`src/rtl/timed_traffic_controller.sv`:
```
// timed_traffic_controller: two-road (N-S / E-W) intersection controller with
// per-road red/yellow/green lamps, tick-driven phase timers, mandatory yellow
// and all-red clearance, and timed / actuated / flash / all-red-hold modes.
// Optional feature macro: PED_REQUEST_EN adds a pedestrian walk phase
// (ped_req input, ped_walk output) inserted after an all-red clearance.
//
// Handshake note: there is no valid/ready traffic here; `tick` is a one-cycle
// strobe and every state/timer update is qualified by it, so the block can be
// paused indefinitely by holding tick low.
module timed_traffic_controller #(
  parameter int TW          = 8,
  parameter int T_GREEN_MIN = 4,
  parameter int T_GREEN_MAX = 12,
  parameter int T_YELLOW    = 3,
  parameter int T_ALLRED    = 1,
  parameter int FLASH_DIV   = 2,
  parameter int T_WALK      = 6
) (
  input  logic       clka,
  input  logic       reseta,
  input  logic       tick,
  input  logic [1:0] mode,
  input  logic       ns_demand,
  input  logic       ew_demand,
`ifdef PED_REQUEST_EN
  input  logic       ped_req,
  output logic       ped_walk,
`endif
  output logic       ns_red,
  output logic       ns_yellow,
  output logic       ns_green,
  output logic       ew_red,
  output logic       ew_yellow,
  output logic       ew_green,
  output logic [2:0] phase
);

  typedef enum logic [2:0] {
    AR_NS = 3'd0, NS_G = 3'd1, NS_Y = 3'd2, AR_EW = 3'd3,
    EW_G  = 3'd4, EW_Y = 3'd5, FLASH = 3'd6, PED = 3'd7
  } state_t;

  localparam int DUR_MAX = (1 << TW) - 1;

  // Reject durations the timer cannot represent (0 or wider than TW bits).
  if (T_GREEN_MIN < 1 || T_GREEN_MIN > DUR_MAX || T_GREEN_MAX < 1 ||
      T_GREEN_MAX > DUR_MAX || T_YELLOW < 1 || T_YELLOW > DUR_MAX ||
      T_ALLRED < 1 || T_ALLRED > DUR_MAX || FLASH_DIV < 1 ||
      FLASH_DIV > DUR_MAX || T_WALK < 1 || T_WALK > DUR_MAX) begin : g_bad_duration
    $error("timed_traffic_controller: every duration must lie in 1..2^TW-1");
  end

  localparam logic [1:0] MODE_TIMED = 2'b00;
  localparam logic [1:0] MODE_ACT   = 2'b01;
  localparam logic [1:0] MODE_FLASH = 2'b10;

  // Timer thresholds: a phase of D ticks is complete on the tick seen at D-1.
  localparam logic [TW-1:0] GMIN_M1   = TW'(T_GREEN_MIN - 1);
  localparam logic [TW-1:0] GMAX_M1   = TW'(T_GREEN_MAX - 1);
  localparam logic [TW-1:0] YEL_M1    = TW'(T_YELLOW - 1);
  localparam logic [TW-1:0] ALLRED_M1 = TW'(T_ALLRED - 1);
  localparam logic [TW-1:0] FDIV_M1   = TW'(FLASH_DIV - 1);

  state_t        state_q, state_d;
  logic [TW-1:0] cnt_q, cnt_d;
  logic          flash_q, flash_d;     // 1 = ON half of the flash cycle
  logic          restart;              // clear timer without changing state
  logic          own_dem, opp_dem, run_mode;
  // Lamp vector order: {ns_red, ns_yellow, ns_green, ew_red, ew_yellow, ew_green}
  logic [5:0]    lamp_q, lamp_d;

`ifdef PED_REQUEST_EN
  localparam logic [TW-1:0] WALK_M1 = TW'(T_WALK - 1);
  logic ped_q, ped_d;                  // sticky pedestrian request latch
  logic ped_ew_q, ped_ew_d;            // 1 = E-W green is pending after PED
  logic walk_q;
`endif

  // Next-state, timer and flash-toggle decisions.
  always_comb begin
    state_d  = state_q;
    flash_d  = flash_q;
    restart  = 1'b0;
    run_mode = (mode == MODE_TIMED) || (mode == MODE_ACT);
    own_dem  = (state_q == NS_G) ? ns_demand : ew_demand;
    opp_dem  = (state_q == NS_G) ? ew_demand : ns_demand;
    case (state_q)
      AR_NS, AR_EW: begin
        // >= so that a clearance held saturated in all-red hold releases on
        // the first tick after the mode changes.
        if (tick && cnt_q >= ALLRED_M1) begin
          if (mode == MODE_FLASH) begin
            state_d = FLASH;
          end else if (run_mode) begin
`ifdef PED_REQUEST_EN
            if (ped_q) state_d = PED;
            else
`endif
            state_d = (state_q == AR_NS) ? NS_G : EW_G;
          end
        end
      end
      NS_G, EW_G: begin
        if (tick) begin
          if (mode == MODE_TIMED) begin
            if (cnt_q >= GMAX_M1) state_d = (state_q == NS_G) ? NS_Y : EW_Y;
          end else if (mode == MODE_ACT) begin
            if (cnt_q >= GMIN_M1 && opp_dem && (cnt_q >= GMAX_M1 || !own_dem))
              state_d = (state_q == NS_G) ? NS_Y : EW_Y;
          end else begin
            state_d = (state_q == NS_G) ? NS_Y : EW_Y;
          end
        end
      end
      NS_Y: if (tick && cnt_q >= YEL_M1) state_d = AR_EW;
      EW_Y: if (tick && cnt_q >= YEL_M1) state_d = AR_NS;
      FLASH: begin
        if (tick) begin
          if (mode != MODE_FLASH) begin
            state_d = AR_NS;
          end else if (cnt_q >= FDIV_M1) begin
            flash_d = ~flash_q;
            restart = 1'b1;
          end
        end
      end
`ifdef PED_REQUEST_EN
      PED: if (tick && cnt_q >= WALK_M1) state_d = ped_ew_q ? EW_G : NS_G;
`endif
      default: state_d = AR_NS;
    endcase
    // Flashing always starts on the ON half.
    if (state_d == FLASH && state_q != FLASH) flash_d = 1'b1;
  end

  // Phase timer: cleared on entry, counts ticks, saturates at all-ones.
  always_comb begin
    cnt_d = cnt_q;
    if (state_d != state_q || restart) cnt_d = '0;
    else if (tick && !(&cnt_q))        cnt_d = cnt_q + TW'(1);
  end

  // Lamp pattern decoded from the next state so lamps move with `phase`.
  always_comb begin
    lamp_d = 6'b100_100;
    case (state_d)
      NS_G:    lamp_d = 6'b001_100;
      NS_Y:    lamp_d = 6'b010_100;
      EW_G:    lamp_d = 6'b100_001;
      EW_Y:    lamp_d = 6'b100_010;
      FLASH:   lamp_d = flash_d ? 6'b010_100 : 6'b000_000;
      default: lamp_d = 6'b100_100;
    endcase
  end

  // State, timer, flash toggle and lamp registers.
  always_ff @(posedge clka) begin
    if (!reseta) begin
      state_q <= AR_NS;
      cnt_q   <= '0;
      flash_q <= 1'b1;
      lamp_q  <= 6'b100_100;
    end else begin
      state_q <= state_d;
      cnt_q   <= cnt_d;
      flash_q <= flash_d;
      lamp_q  <= lamp_d;
    end
  end

`ifdef PED_REQUEST_EN
  // Request latch clears on PED entry; a request in the same cycle re-arms it.
  always_comb begin
    ped_d    = ped_q | ped_req;
    ped_ew_d = ped_ew_q;
    if (state_d == PED && state_q != PED) begin
      ped_d    = ped_req;
      ped_ew_d = (state_q == AR_EW);
    end
  end

  // Pedestrian latch, pending-road and walk-lamp registers.
  always_ff @(posedge clka) begin
    if (!reseta) begin
      ped_q    <= 1'b0;
      ped_ew_q <= 1'b0;
      walk_q   <= 1'b0;
    end else begin
      ped_q    <= ped_d;
      ped_ew_q <= ped_ew_d;
      walk_q   <= (state_d == PED);
    end
  end

  assign ped_walk = walk_q;
`endif

  assign {ns_red, ns_yellow, ns_green, ew_red, ew_yellow, ew_green} = lamp_q;
  assign phase = state_q;

endmodule

```
`config.mk`:
```
export PLATFORM = sky130hd
export DESIGN_NAME = timed_traffic_controller
export DESIGN_NICKNAME = d
export VERILOG_FILES = /design/src/rtl/timed_traffic_controller.sv
export SDC_FILE = /design/constraint.sdc
export NUM_CORES = 1
export LEC_CHECK = 0
export CORE_MARGIN = 2
export CORE_UTILIZATION = 38
export CTS_BUF_LIST = sky130_fd_sc_hd__clkbuf_4 sky130_fd_sc_hd__clkbuf_8
export DETAILED_ROUTE_END_ITERATION = 7
export DONT_BUFFER_PORTS = 1
export REMOVE_ABC_BUFFERS = 1
export SLEW_MARGIN = 40
export SYNTH_ARGS = -nofsm -noshare
export SYNTH_HDL_FRONTEND = slang
export SYNTH_SLANG_ARGS = --single-unit
```
`constraint.sdc`:
```
create_clock -name clka -period 2.3 [get_ports clka]
set_input_delay 0.46 -clock clka [delete_from_list [all_inputs] [get_ports clka]]
set_output_delay 0.46 -clock clka [all_outputs]
set_load 0.03 [all_outputs]
```
Yosys cells after proc, flatten, opt, wreduce, memory -nomap -nowiden

Cells that the tools add are included.

Flip-flop bits (word level): 18
Bits in latches: 0
RAM bits: 0
Memory bits (read-only): 0
Bits of input ports: 7
Output and inout bits: 9
Memories: 0

$add $sub $neg: 1
$mul: 0
Divide/modulo/power cells: 0
Order comparisons: 5
Equality and inequality tests: 16
Shift operators: 0
Mux-type cells: 28
Bitwise operators: 2
Reductions and logical operators: 17

Operators with widths:

| kind                                                                   | count |
|---|---|
| 3-bit two-way mux                                                      | 14 |
| 6-bit case mux with 5 select lines                                     | 1 |
| 3-bit equality test (second input constant)                            | 6 |
| 8-bit by 1-bit >= comparator with 1-bit output (second input constant) | 2 |
| 8-bit by 2-bit >= comparator with 1-bit output (second input constant) | 2 |
| 3-bit case mux with 5 select lines                                     | 1 |
| 1-bit two-way mux                                                      | 11 |
| 3-bit by 2-bit equality test with 1-bit output (second input constant) | 3 |
| 8-bit by 1-bit adder with 8-bit output (second input constant)         | 1 |
| 8-bit by 4-bit >= comparator with 1-bit output (second input constant) | 1 |
| 8-bit AND reduction                                                    | 1 |
| 3-bit by 1-bit equality test with 1-bit output (second input constant) | 2 |
| 1-bit logical AND                                                      | 6 |
| 2-bit OR reduction                                                     | 3 |
| 5-bit two-way mux                                                      | 1 |
| 3-bit logical NOT                                                      | 1 |
| 1-bit logical OR                                                       | 3 |
| 3-bit != test                                                          | 1 |
| 3-bit != test (second input constant)                                  | 1 |
| 2-bit by 1-bit equality test with 1-bit output (second input constant) | 1 |
| 2-bit equality test (second input constant)                            | 1 |
| 1-bit logical NOT                                                      | 2 |
| 2-bit logical NOT                                                      | 1 |
| 2-bit != test (second input constant)                                  | 1 |
| 1-bit inverter                                                         | 2 |

Logic depth before layout (Yosys ltp)

Gate-level depths: netlist (run 1).

Depth after elaboration: 15
Gate-level depth with buffers: 8

Worst setup path before layout (run 1)

Ideal clock, no wire load.

Kind: register to register
Start point: register state_q[0], in the netlist phase[0]
End point: register lamp_q[5]
Setup time: 0.121 ns
Arrival: 2.067 ns
Data required time: 2.179 ns
Setup slack: 0.112 ns
Cell stages (with the launch flop): 7
Buffers on the path: 0
Period minus slack after synthesis: 2.188 ns
Cell sequence: dfxtp_1 > nor3b_4 > mux2_1 > a41o_1 > a31oi_4 > nand3_2 > mux2_4

Longest elaborated chain between the ends: 12
Elaborated cells on any way between the ends: 36
Classes of those cells: eq/ne (11); mux (18); reduce/logical (7)

Ends and longest elaborated chain:

| element                                           | RTL line | source |
|---|---|---|
| start, declared                                   | 64       | `state_t state_q, state_d;` |
| start signal, assigned                            | 164      | `state_q <= state_d;` |
| 3-bit by 1-bit equality test with 1-bit output    | n/a      |  |
| 1-bit two-way mux                                 | 85       | `own_dem = (state_q == NS_G) ? ns_demand : ew_demand;` |
| 1-bit logical NOT                                 | 108      | `if (cnt_q >= GMIN_M1 && opp_dem && (cnt_q >= GMAX_M1 \|\| !own_dem))` |
| 1-bit logical OR                                  | 108      |  |
| 1-bit logical AND                                 | 108      |  |
| 3-bit two-way mux                                 | 108      |  |
| 3-bit two-way mux                                 | 107      | `end else if (mode == MODE_ACT) begin` |
| 3-bit two-way mux                                 | 105      | `if (mode == MODE_TIMED) begin` |
| 3-bit two-way mux                                 | 104      | `if (tick) begin` |
| 3-bit case mux with 5 select lines *              | 87       | `case (state_q)` |
| 3-bit equality test, or another cell as far along | 146      | `case (state_d)` |
| 6-bit case mux with 5 select lines *              | 146      |  |
| end signal, assigned                              | 167      | `lamp_q <= lamp_d;` |
| end, declared                                     | 70       | `logic [5:0] lamp_q, lamp_d;` |

Every way passes the cells marked *; elsewhere a longest branch is shown, timed or not.
A chain may end at the register's enable or synchronous reset.

Worst setup path after layout (run 1)

Start point: register cnt_q[0]
End point: register cnt_q[4]

Longest elaborated chain between the ends: 11
Elaborated cells on any way between the ends: 30
Classes of those cells: add/sub (1); order compare (5); eq/ne (1); mux (13); reduce/logical (10)

Ends and longest elaborated chain:

| element                                                                                                          | RTL line | source |
|---|---|---|
| start, declared                                                                                                  | 65       | `logic [TW-1:0] cnt_q, cnt_d;` |
| start signal, assigned                                                                                           | 165      | `cnt_q <= cnt_d;` |
| 8-bit by 2-bit >= comparator with 1-bit output or 8-bit by 4-bit >= comparator with 1-bit output (tied branches) | 108, 106 |  |
| 1-bit logical AND or 1-bit logical OR (tied branches)                                                            | 108      |  |
| 1-bit logical AND                                                                                                | 108      |  |
| 3-bit two-way mux                                                                                                | 108      |  |
| 3-bit two-way mux                                                                                                | 107      |  |
| 3-bit two-way mux                                                                                                | 105      |  |
| 3-bit two-way mux                                                                                                | 104      |  |
| 3-bit case mux with 5 select lines                                                                               | 87       |  |
| 3-bit != test                                                                                                    | 139      | `if (state_d != state_q \|\| restart) cnt_d = '0;` |
| 1-bit logical OR                                                                                                 | 139      |  |
| 2-bit OR reduction (no source line)                                                                              | n/a      |  |

Several ways; a longest one is shown, not always the timed one.

==> impl_metrics.prom, run 1 <==
# TYPE chip_impl_metric gauge
chip_impl_metric{name="clock_sink_count",unit=""} 18
chip_impl_metric{name="dr_total_vias",unit=""} 933
chip_impl_metric{name="clk_transition_reported_paths",unit="ns"} 0.10
chip_impl_metric{name="n_fill_cell",unit=""} 308
chip_impl_info{name="critical_path.startpoint",value="cnt_q[0]$_SDFFE_PP0P_"} 1
chip_impl_info{name="highest_layer",value="met4"} 1
chip_impl_metric{name="detailedRoute.firstIterationViolations",unit=""} 23
chip_impl_info{name="layout.cells.most_common",value="dfxtp_1"} 1
chip_impl_metric{name="die_width",unit="um"} 59.5
chip_impl_metric{name="initial_utilization",unit="%"} 39.0
chip_impl_metric{name="ctsHoldBuffers",unit=""} 0
chip_impl_metric{name="final_hold_viol_count",unit=""} 0
chip_impl_metric{name="cts_inserted_buffers",unit=""} 3
chip_impl_info{name="hold_path.class",value="input pin to flip-flop"} 1
chip_impl_metric{name="cp.depth",unit=""} 8
chip_impl_metric{name="final_nets",unit=""} 145
chip_impl_metric{name="synth-async-reset-ratio",unit="%"} 0
chip_impl_metric{name="io_buffers",unit=""} 0
chip_impl_metric{name="cts.repair_timing.setup_buffer_count",unit=""} 0
chip_impl_metric{name="antennaDiodeCount",unit=""} 0
chip_impl_metric{name="switching_power",unit="uW"} 236
chip_impl_metric{name="timing.critical_path.required",unit="ns"} 2.54
chip_impl_metric{name="synth-seq-cells",unit=""} 18
chip_impl_metric{name="overflow",unit=""} 0
chip_impl_metric{name="wirelength",unit="mm"} 2.29
chip_impl_metric{name="power",unit="uW"} 741
chip_impl_metric{name="layout.area.seq",unit="sq um"} 360
chip_impl_metric{name="routability_driven_placement_congestion_ratio",unit=""} 0.826
chip_impl_metric{name="clock_tree.htree_level_count",unit=""} 1
chip_impl_metric{name="area_growth",unit="%"} 4.81
chip_impl_metric{name="synthesis.instances",unit=""} 131
chip_impl_metric{name="grt_pass1_wl",unit="mm"} 4.07
chip_impl_metric{name="met1_length",unit="mm"} 1.02
chip_impl_metric{name="floorplan.rows",unit=""} 20
chip_impl_metric{name="clock_path_buffers",unit=""} 2
chip_impl_metric{name="min_delay_path_depth",unit=""} 1
chip_impl_info{name="worst_path_max_delay_cell",value="or4_4"} 1
chip_impl_metric{name="number_of_different_library_cells_in_the_post_synthesis_netlist",unit=""} 48
chip_impl_metric{name="cellInternalPower",unit="uW"} 505
chip_impl_info{name="reg2reg_from",value="cnt_q[0]$_SDFFE_PP0P_"} 1
chip_impl_metric{name="timing.critical_path.fanout_max",unit=""} 8
chip_impl_metric{name="finalWorstPathRequiredPeriod",unit="ns"} 2.09
chip_impl_metric{name="detail_route.drc_violations",unit=""} 0
chip_impl_metric{name="power_per_cell_area",unit="nW/um^2"} 603
chip_impl_metric{name="synth.yosys.seq_area_share",unit="%"} 30.8
chip_impl_metric{name="max_cap_viol_count",unit=""} 0
chip_impl_metric{name="multi_input_comb_area",unit="sq um"} 729
chip_impl_metric{name="fin_skew",unit="ns"} 0.00166
chip_impl_info{name="crit_path_start_kind",value="flip-flop"} 1
chip_impl_metric{name="worst-endpoint-arrival",unit="ns"} 2.33
chip_impl_metric{name="syn_area_per_cell",unit="sq um"} 8.94
chip_impl_metric{name="length_in_cells_of_the_worst_reg_to_reg_path",unit=""} 8
chip_impl_metric{name="power.share.combinational",unit="%"} 24.6
chip_impl_metric{name="p_leak",unit="uW"} 0.000437
chip_impl_info{name="outcome",value="finished, final reports clean"} 1
chip_impl_info{name="crit_path_cell_trace",value="inv_1 > ha_1 > or4_4 > nor2_2 > o32a_2 > o2111a_2 > o2111ai_4 > nor2_1"} 1
chip_impl_info{name="grt_setup_unrepaired",value="no"} 1
chip_impl_info{name="hold_path_startpoint",value="reseta"} 1
chip_impl_metric{name="crit_path_max_incr_delay",unit="ns"} 0.42
chip_impl_metric{name="antenna_violations_before_repair",unit=""} 0
chip_impl_metric{name="finalCritPeriodShare",unit="%"} 91.0
chip_impl_metric{name="achievable_freq",unit="MHz"} 478
chip_impl_metric{name="max-vdd-ir-drop",unit="mV"} 0.239
chip_impl_metric{name="detailedRoute.firstPassIterationCount",unit=""} 4
chip_impl_metric{name="fin_hold_ws",unit="ns"} 0.255
chip_impl_info{name="cts_tree",value="yes"} 1
chip_impl_metric{name="sw_frac_of_total",unit="%"} 31.8
chip_impl_metric{name="post_drt_wl_per_cell",unit="um"} 13.8
chip_impl_metric{name="tns",unit="ns"} 0
chip_impl_metric{name="ios",unit=""} 16
chip_impl_metric{name="clkLatencyLatePin",unit="ns"} 0.30
chip_impl_metric{name="part_of_the_power_in_registers",unit="%"} 49.2
chip_impl_metric{name="overall_die_height",unit="um"} 59.5
chip_impl_metric{name="die_area",unit="sq um"} 3540
chip_impl_metric{name="post_synth_edffs",unit=""} 0
chip_impl_metric{name="slew_viol_final",unit=""} 0
chip_impl_metric{name="grt_start_max_net_pins",unit=""} 13
chip_impl_metric{name="fp.coreArea",unit="sq um"} 3000
chip_impl_metric{name="synth.yosys.warnings",unit=""} 0
chip_impl_metric{name="cts-resized-gates",unit=""} 0
chip_impl_metric{name="final_antenna_net_count",unit=""} 0
chip_impl_metric{name="via_per_instance_ratio",unit=""} 5.62
chip_impl_info{name="critical_path_s_top_delay_family",value="simple AND/OR/NAND/NOR gates"} 1
chip_impl_metric{name="dp_hpwl",unit="mm"} 1.76
chip_impl_metric{name="track_usage",unit="%"} 14.9
chip_impl_metric{name="relSlewSlack",unit="%"} 76.9
chip_impl_metric{name="tightestPinTransition",unit="ns"} 0.346
chip_impl_metric{name="area_of_the_mapped_netlist",unit="sq um"} 1170
chip_impl_metric{name="clkPwrFrac",unit="%"} 26.2
chip_impl_metric{name="post_route_cells_drive_above_1_share",unit="%"} 17.3
chip_impl_info{name="worst-setup-path-type",value="flip-flop to flip-flop"} 1
chip_impl_metric{name="first_global_vias",unit=""} 919
chip_impl_info{name="most-common-layout-cells",value="dfxtp_1 (18), nor2_1 (15), inv_1 (8), nand3_1 (8), nor3_1 (8)"} 1
chip_impl_metric{name="finalSetupViolCount",unit=""} 0
chip_impl_info{name="clock-root-buffer",value="clkbuf_4"} 1
chip_impl_metric{name="path_buf_inv",unit=""} 1
chip_impl_info{name="synth_top_flop_cell",value="dfxtp_1"} 1
chip_impl_metric{name="metal2_wl",unit="mm"} 1.16
chip_impl_metric{name="dr_wl_met3",unit="um"} 100
chip_impl_info{name="critical_path.endpoint_type",value="flip-flop"} 1
==> final timing paths <==
check	endpoint	slack, ns
worst min-delay path	flash_q$_SDFF_PN1_	0.25
worst max-delay path	cnt_q[4]$_SDFFE_PP0P_	0.21
worst max register to register	cnt_q[4]$_SDFFE_PP0P_	0.21
worst min register to register	cnt_q[7]$_SDFFE_PP0P_	0.60
==> registers in the layout, indices dropped and copies added (netlist names) <==
signal / count
phase: 3
flash_q: 1
lamp_q: 6
cnt_q: 8
==> power groups by stage <==
stage	clock (uW)	sequential (uW)	combinational, uW
5_1_grt	220	368	204
3_5_place_dp	0	372	183
6_report	194	365	182
4_1_cts	207	365	183
2_1_floorplan	0	392	124
3_3_place_gp	0	371	180
==> routing by layer <==
layer | vias up | track usage (%)
met5 | - | 0
met4 | 0 | 5.08
met3 | 2 | 5.02
met2 | 18 | 26.1
met1 | 436 | 16.9
li1 | 477 | -
==> synthesized netlist by cell type, drive strengths merged, types with 2 or more instances <==
library cell   n  share of area [%]
nor3           8                3.4
nand3         10                5.1
xnor2          7                5.2
or4            2                1.9
dfxtp         18                 31
nand2b         4                2.1
nand4          4                2.7
nor2b          3                1.6
a41o           2                1.7
inv            8                2.6
o21ai          7                3.0
nor2          16                5.3
nand2          6                1.9
buf            4                2.9
mux2           2                2.2
nor4           2                1.6
clkbuf         2                1.5
nand3b         2                1.3
o32a           2                1.8
ha             4                4.3
==> cell families after synthesis <==
family          Yosys count  share of synthesized area [%]
flops                    18                           30.8
buf+inv                  14                           6.94
mux                       3                           3.10
compound gates           22                           17.0
fa+ha+maj                 4                           4.27
simple gates             62                           31.9
xor+xnor                  8                           5.98
==> area by class of cell <==
cell class	instances	area share (%)
multi-input combinational	99	59.4
inverter	8	2.45
timing repair buffer	4	2.45
sequential	18	29.4
tap	33	3.36
clock buffer	4	2.96
==> stage by stage <==
| stage | cells | utilization, % | instance area [sq um] | setup WS, ns |
|---|---|---|---|---|
| after floorplan | 125 | - | 1120 | -0.0548 |
| after global placement | 162 | 39.7 | 1190 | 0.275 |
| after detailed placement | 162 | 39.7 | 1190 | 0.223 |
| after CTS | 166 | 40.9 | 1230 | 0.179 |
| after global routing | 166 | 40.9 | 1230 | 0.0495 |
| final | 166 | 40.9 | 1230 | 0.206 |
Power figures use the tool's default switching activity.
==> run 2: changes to the inputs <==
==> constraint.sdc (replaced) <==
create_clock -name clka -period 2.3 [get_ports clka]
set_input_delay 0.46 -clock clka [delete_from_list [all_inputs] [get_ports clka]]
set_output_delay 0.46 -clock clka [all_outputs]
set_load 0.1 [all_outputs]
==> run 2 against run 1 <==
  * Maximum frequency barely moved
  * Cell area rose by 4.9%
  * Register-to-register slack is essentially flat
  * Combinational power increased by 70%
  * Die area unchanged
  * Critical path type unchanged
  * Largest cell class unchanged
==> impl_metrics.prom, run 2 (synthesized netlist as in run 1, its figures left out) <==
# TYPE chip_impl_metric gauge
chip_impl_info{name="critical_path.endpoint_type",value="flip-flop"} 1
chip_impl_metric{name="final_nets",unit=""} 153
chip_impl_metric{name="fin_cells",unit=""} 174
chip_impl_metric{name="largest_register_ff_count",unit=""} 8
chip_impl_metric{name="detailedRoute.firstIterationViolations",unit=""} 16
chip_impl_metric{name="detailedRoute.firstPassIterationCount",unit=""} 4
chip_impl_metric{name="crit_path_max_incr_delay",unit="ns"} 0.42
chip_impl_metric{name="placed_cells",unit=""} 170
chip_impl_metric{name="die_area",unit="sq um"} 3540
chip_impl_metric{name="worst-endpoint-arrival",unit="ns"} 2.28
chip_impl_info{name="grt_setup_unrepaired",value="no"} 1
chip_impl_metric{name="track_usage",unit="%"} 15.3
chip_impl_metric{name="cts_inserted_buffers",unit=""} 3
chip_impl_metric{name="grt_start_max_net_pins",unit=""} 13
chip_impl_metric{name="dpl-instance-area",unit="sq um"} 1250
chip_impl_metric{name="power",unit="uW"} 843
chip_impl_metric{name="path_buf_inv",unit=""} 1
chip_impl_metric{name="floorplan.rows",unit=""} 20
chip_impl_metric{name="fp.coreArea",unit="sq um"} 3000
chip_impl_metric{name="cts-resized-gates",unit=""} 0
chip_impl_metric{name="die_width",unit="um"} 59.5
chip_impl_metric{name="grt_pass1_wl",unit="mm"} 4.09
chip_impl_metric{name="clock_tree.htree_level_count",unit=""} 1
chip_impl_metric{name="initial_utilization",unit="%"} 39.0
chip_impl_metric{name="clock_sink_count",unit=""} 18
chip_impl_metric{name="p_leak",unit="uW"} 0.000478
chip_impl_metric{name="area_growth",unit="%"} 9.94
chip_impl_metric{name="tightestPinTransition",unit="ns"} 0.383
chip_impl_metric{name="clk_transition_reported_paths",unit="ns"} 0.10
chip_impl_metric{name="io_buffers",unit=""} 0
chip_impl_metric{name="first_global_vias",unit=""} 954
chip_impl_metric{name="max_cap_viol_count",unit=""} 0
chip_impl_metric{name="finalInstanceArea",unit="sq um"} 1290
chip_impl_metric{name="timing.critical_path.required",unit="ns"} 2.49
chip_impl_metric{name="achievable_freq",unit="MHz"} 478
chip_impl_metric{name="via_per_instance_ratio",unit=""} 5.83
chip_impl_metric{name="final.setup.worst_slack",unit="ns"} 0.207
chip_impl_metric{name="dr_total_vias",unit=""} 1014
chip_impl_metric{name="timing.critical_path.fanout_max",unit=""} 6
chip_impl_metric{name="detail_route.drc_violations",unit=""} 0
chip_impl_metric{name="finalWorstPathRequiredPeriod",unit="ns"} 2.09
chip_impl_info{name="crit_path_cell_trace",value="inv_1 > ha_1 > or4_4 > nor2_2 > o32a_2 > nand4_2 > mux2_4"} 1
chip_impl_metric{name="power_per_cell_area",unit="nW/um^2"} 655
chip_impl_info{name="cts_tree",value="yes"} 1
chip_impl_metric{name="post_drt_wl_per_cell",unit="um"} 14.2
chip_impl_metric{name="clock_path_buffers",unit=""} 2
chip_impl_info{name="largest_register",value="cnt_q"} 1
chip_impl_metric{name="wirelength",unit="mm"} 2.47
chip_impl_info{name="hold_path.class",value="input pin to flip-flop"} 1
chip_impl_metric{name="routability_driven_placement_congestion_ratio",unit=""} 0.918
chip_impl_metric{name="ctsHoldBuffers",unit=""} 0
chip_impl_metric{name="finalCritPeriodShare",unit="%"} 91.0
chip_impl_metric{name="final_antenna_net_count",unit=""} 0
chip_impl_info{name="critical_path_s_top_delay_family",value="simple AND/OR/NAND/NOR gates"} 1
chip_impl_metric{name="fin_skew",unit="ns"} 0.00267
chip_impl_metric{name="post_route_cells_drive_above_1_share",unit="%"} 22.0
chip_impl_metric{name="r2r_slack",unit="ns"} 0.21
chip_impl_info{name="most-common-layout-cells",value="dfxtp_1 (18), nor2_1 (15), buf_4 (12)"} 1
chip_impl_metric{name="max-vdd-ir-drop",unit="mV"} 0.273
chip_impl_metric{name="dp_hpwl",unit="mm"} 1.89
chip_impl_info{name="outcome",value="finished, final reports clean"} 1
chip_impl_metric{name="finalSetupViolCount",unit=""} 0
chip_impl_metric{name="ios",unit=""} 16
chip_impl_info{name="worst-setup-path-type",value="flip-flop to flip-flop"} 1
chip_impl_info{name="layout.cells.most_common",value="dfxtp_1"} 1
chip_impl_metric{name="cts.repair_timing.setup_buffer_count",unit=""} 0
chip_impl_metric{name="antennaDiodeCount",unit=""} 0
chip_impl_metric{name="overall_die_height",unit="um"} 59.5
chip_impl_metric{name="clkLatencyLatePin",unit="ns"} 0.29
chip_impl_info{name="worst_path_max_delay_cell",value="or4_4"} 1
chip_impl_info{name="crit_path_start_kind",value="flip-flop"} 1
chip_impl_metric{name="final_hold_viol_count",unit=""} 0
chip_impl_metric{name="relSlewSlack",unit="%"} 74.5
chip_impl_metric{name="post-place-ws",unit="ns"} 0.221
chip_impl_info{name="clock-root-buffer",value="clkbuf_4"} 1
chip_impl_metric{name="overflow",unit=""} 0
chip_impl_metric{name="antenna_violations_before_repair",unit=""} 0
chip_impl_metric{name="slew_viol_final",unit=""} 0
==> run 2: through the flow <==
step                TNS, ns  hold slack [ns]  utilization [%]
floorplan             -7.30            0.542                -
global placement          0            0.566             41.7
CTS                       0            0.258             42.9
finish                    0            0.263             42.9
detailed placement        0            0.561             41.7
global route              0            0.256             42.9
==> run 2: path summary, 6_finish.rpt <==
check,to,cells after the start,from
max,lamp_q[5]$_SDFF_PN1_,7,cnt_q[0]$_SDFFE_PP0P_
min,flash_q$_SDFF_PN1_,1,reseta
max reg2reg,lamp_q[5]$_SDFF_PN1_,7,cnt_q[0]$_SDFFE_PP0P_
min reg2reg,cnt_q[6]$_SDFFE_PP0P_,2,cnt_q[6]$_SDFFE_PP0P_
==> run 2: cell type report <==
cell class / count / area [sq um]
clock buffer: 4 / 36.3
sequential: 18 / 360
fill: 300 / 1720
inverter: 8 / 30.0
timing repair buffer: 12 / 90.1
tap: 33 / 41.3
multi-input combinational: 99 / 729
==> run 2: routing by layer <==
metal / wire length [um] / vias up / track usage (%)
met4: 10 / 0 / 3.17
met5: 0 / - / 0
li1: - / 492 / -
met3: 135 / 2 / 5.02
met1: 1060 / 488 / 17.4
met2: 1260 / 32 / 27.8
==> run 2: power by group <==
group	total [uW]	leakage [uW]	internal (uW)	switching (uW)
clock	191	0.0000210	96.5	94.6
sequential	342	0.000146	331	10.6
combinational	310	0.000311	93.8	216
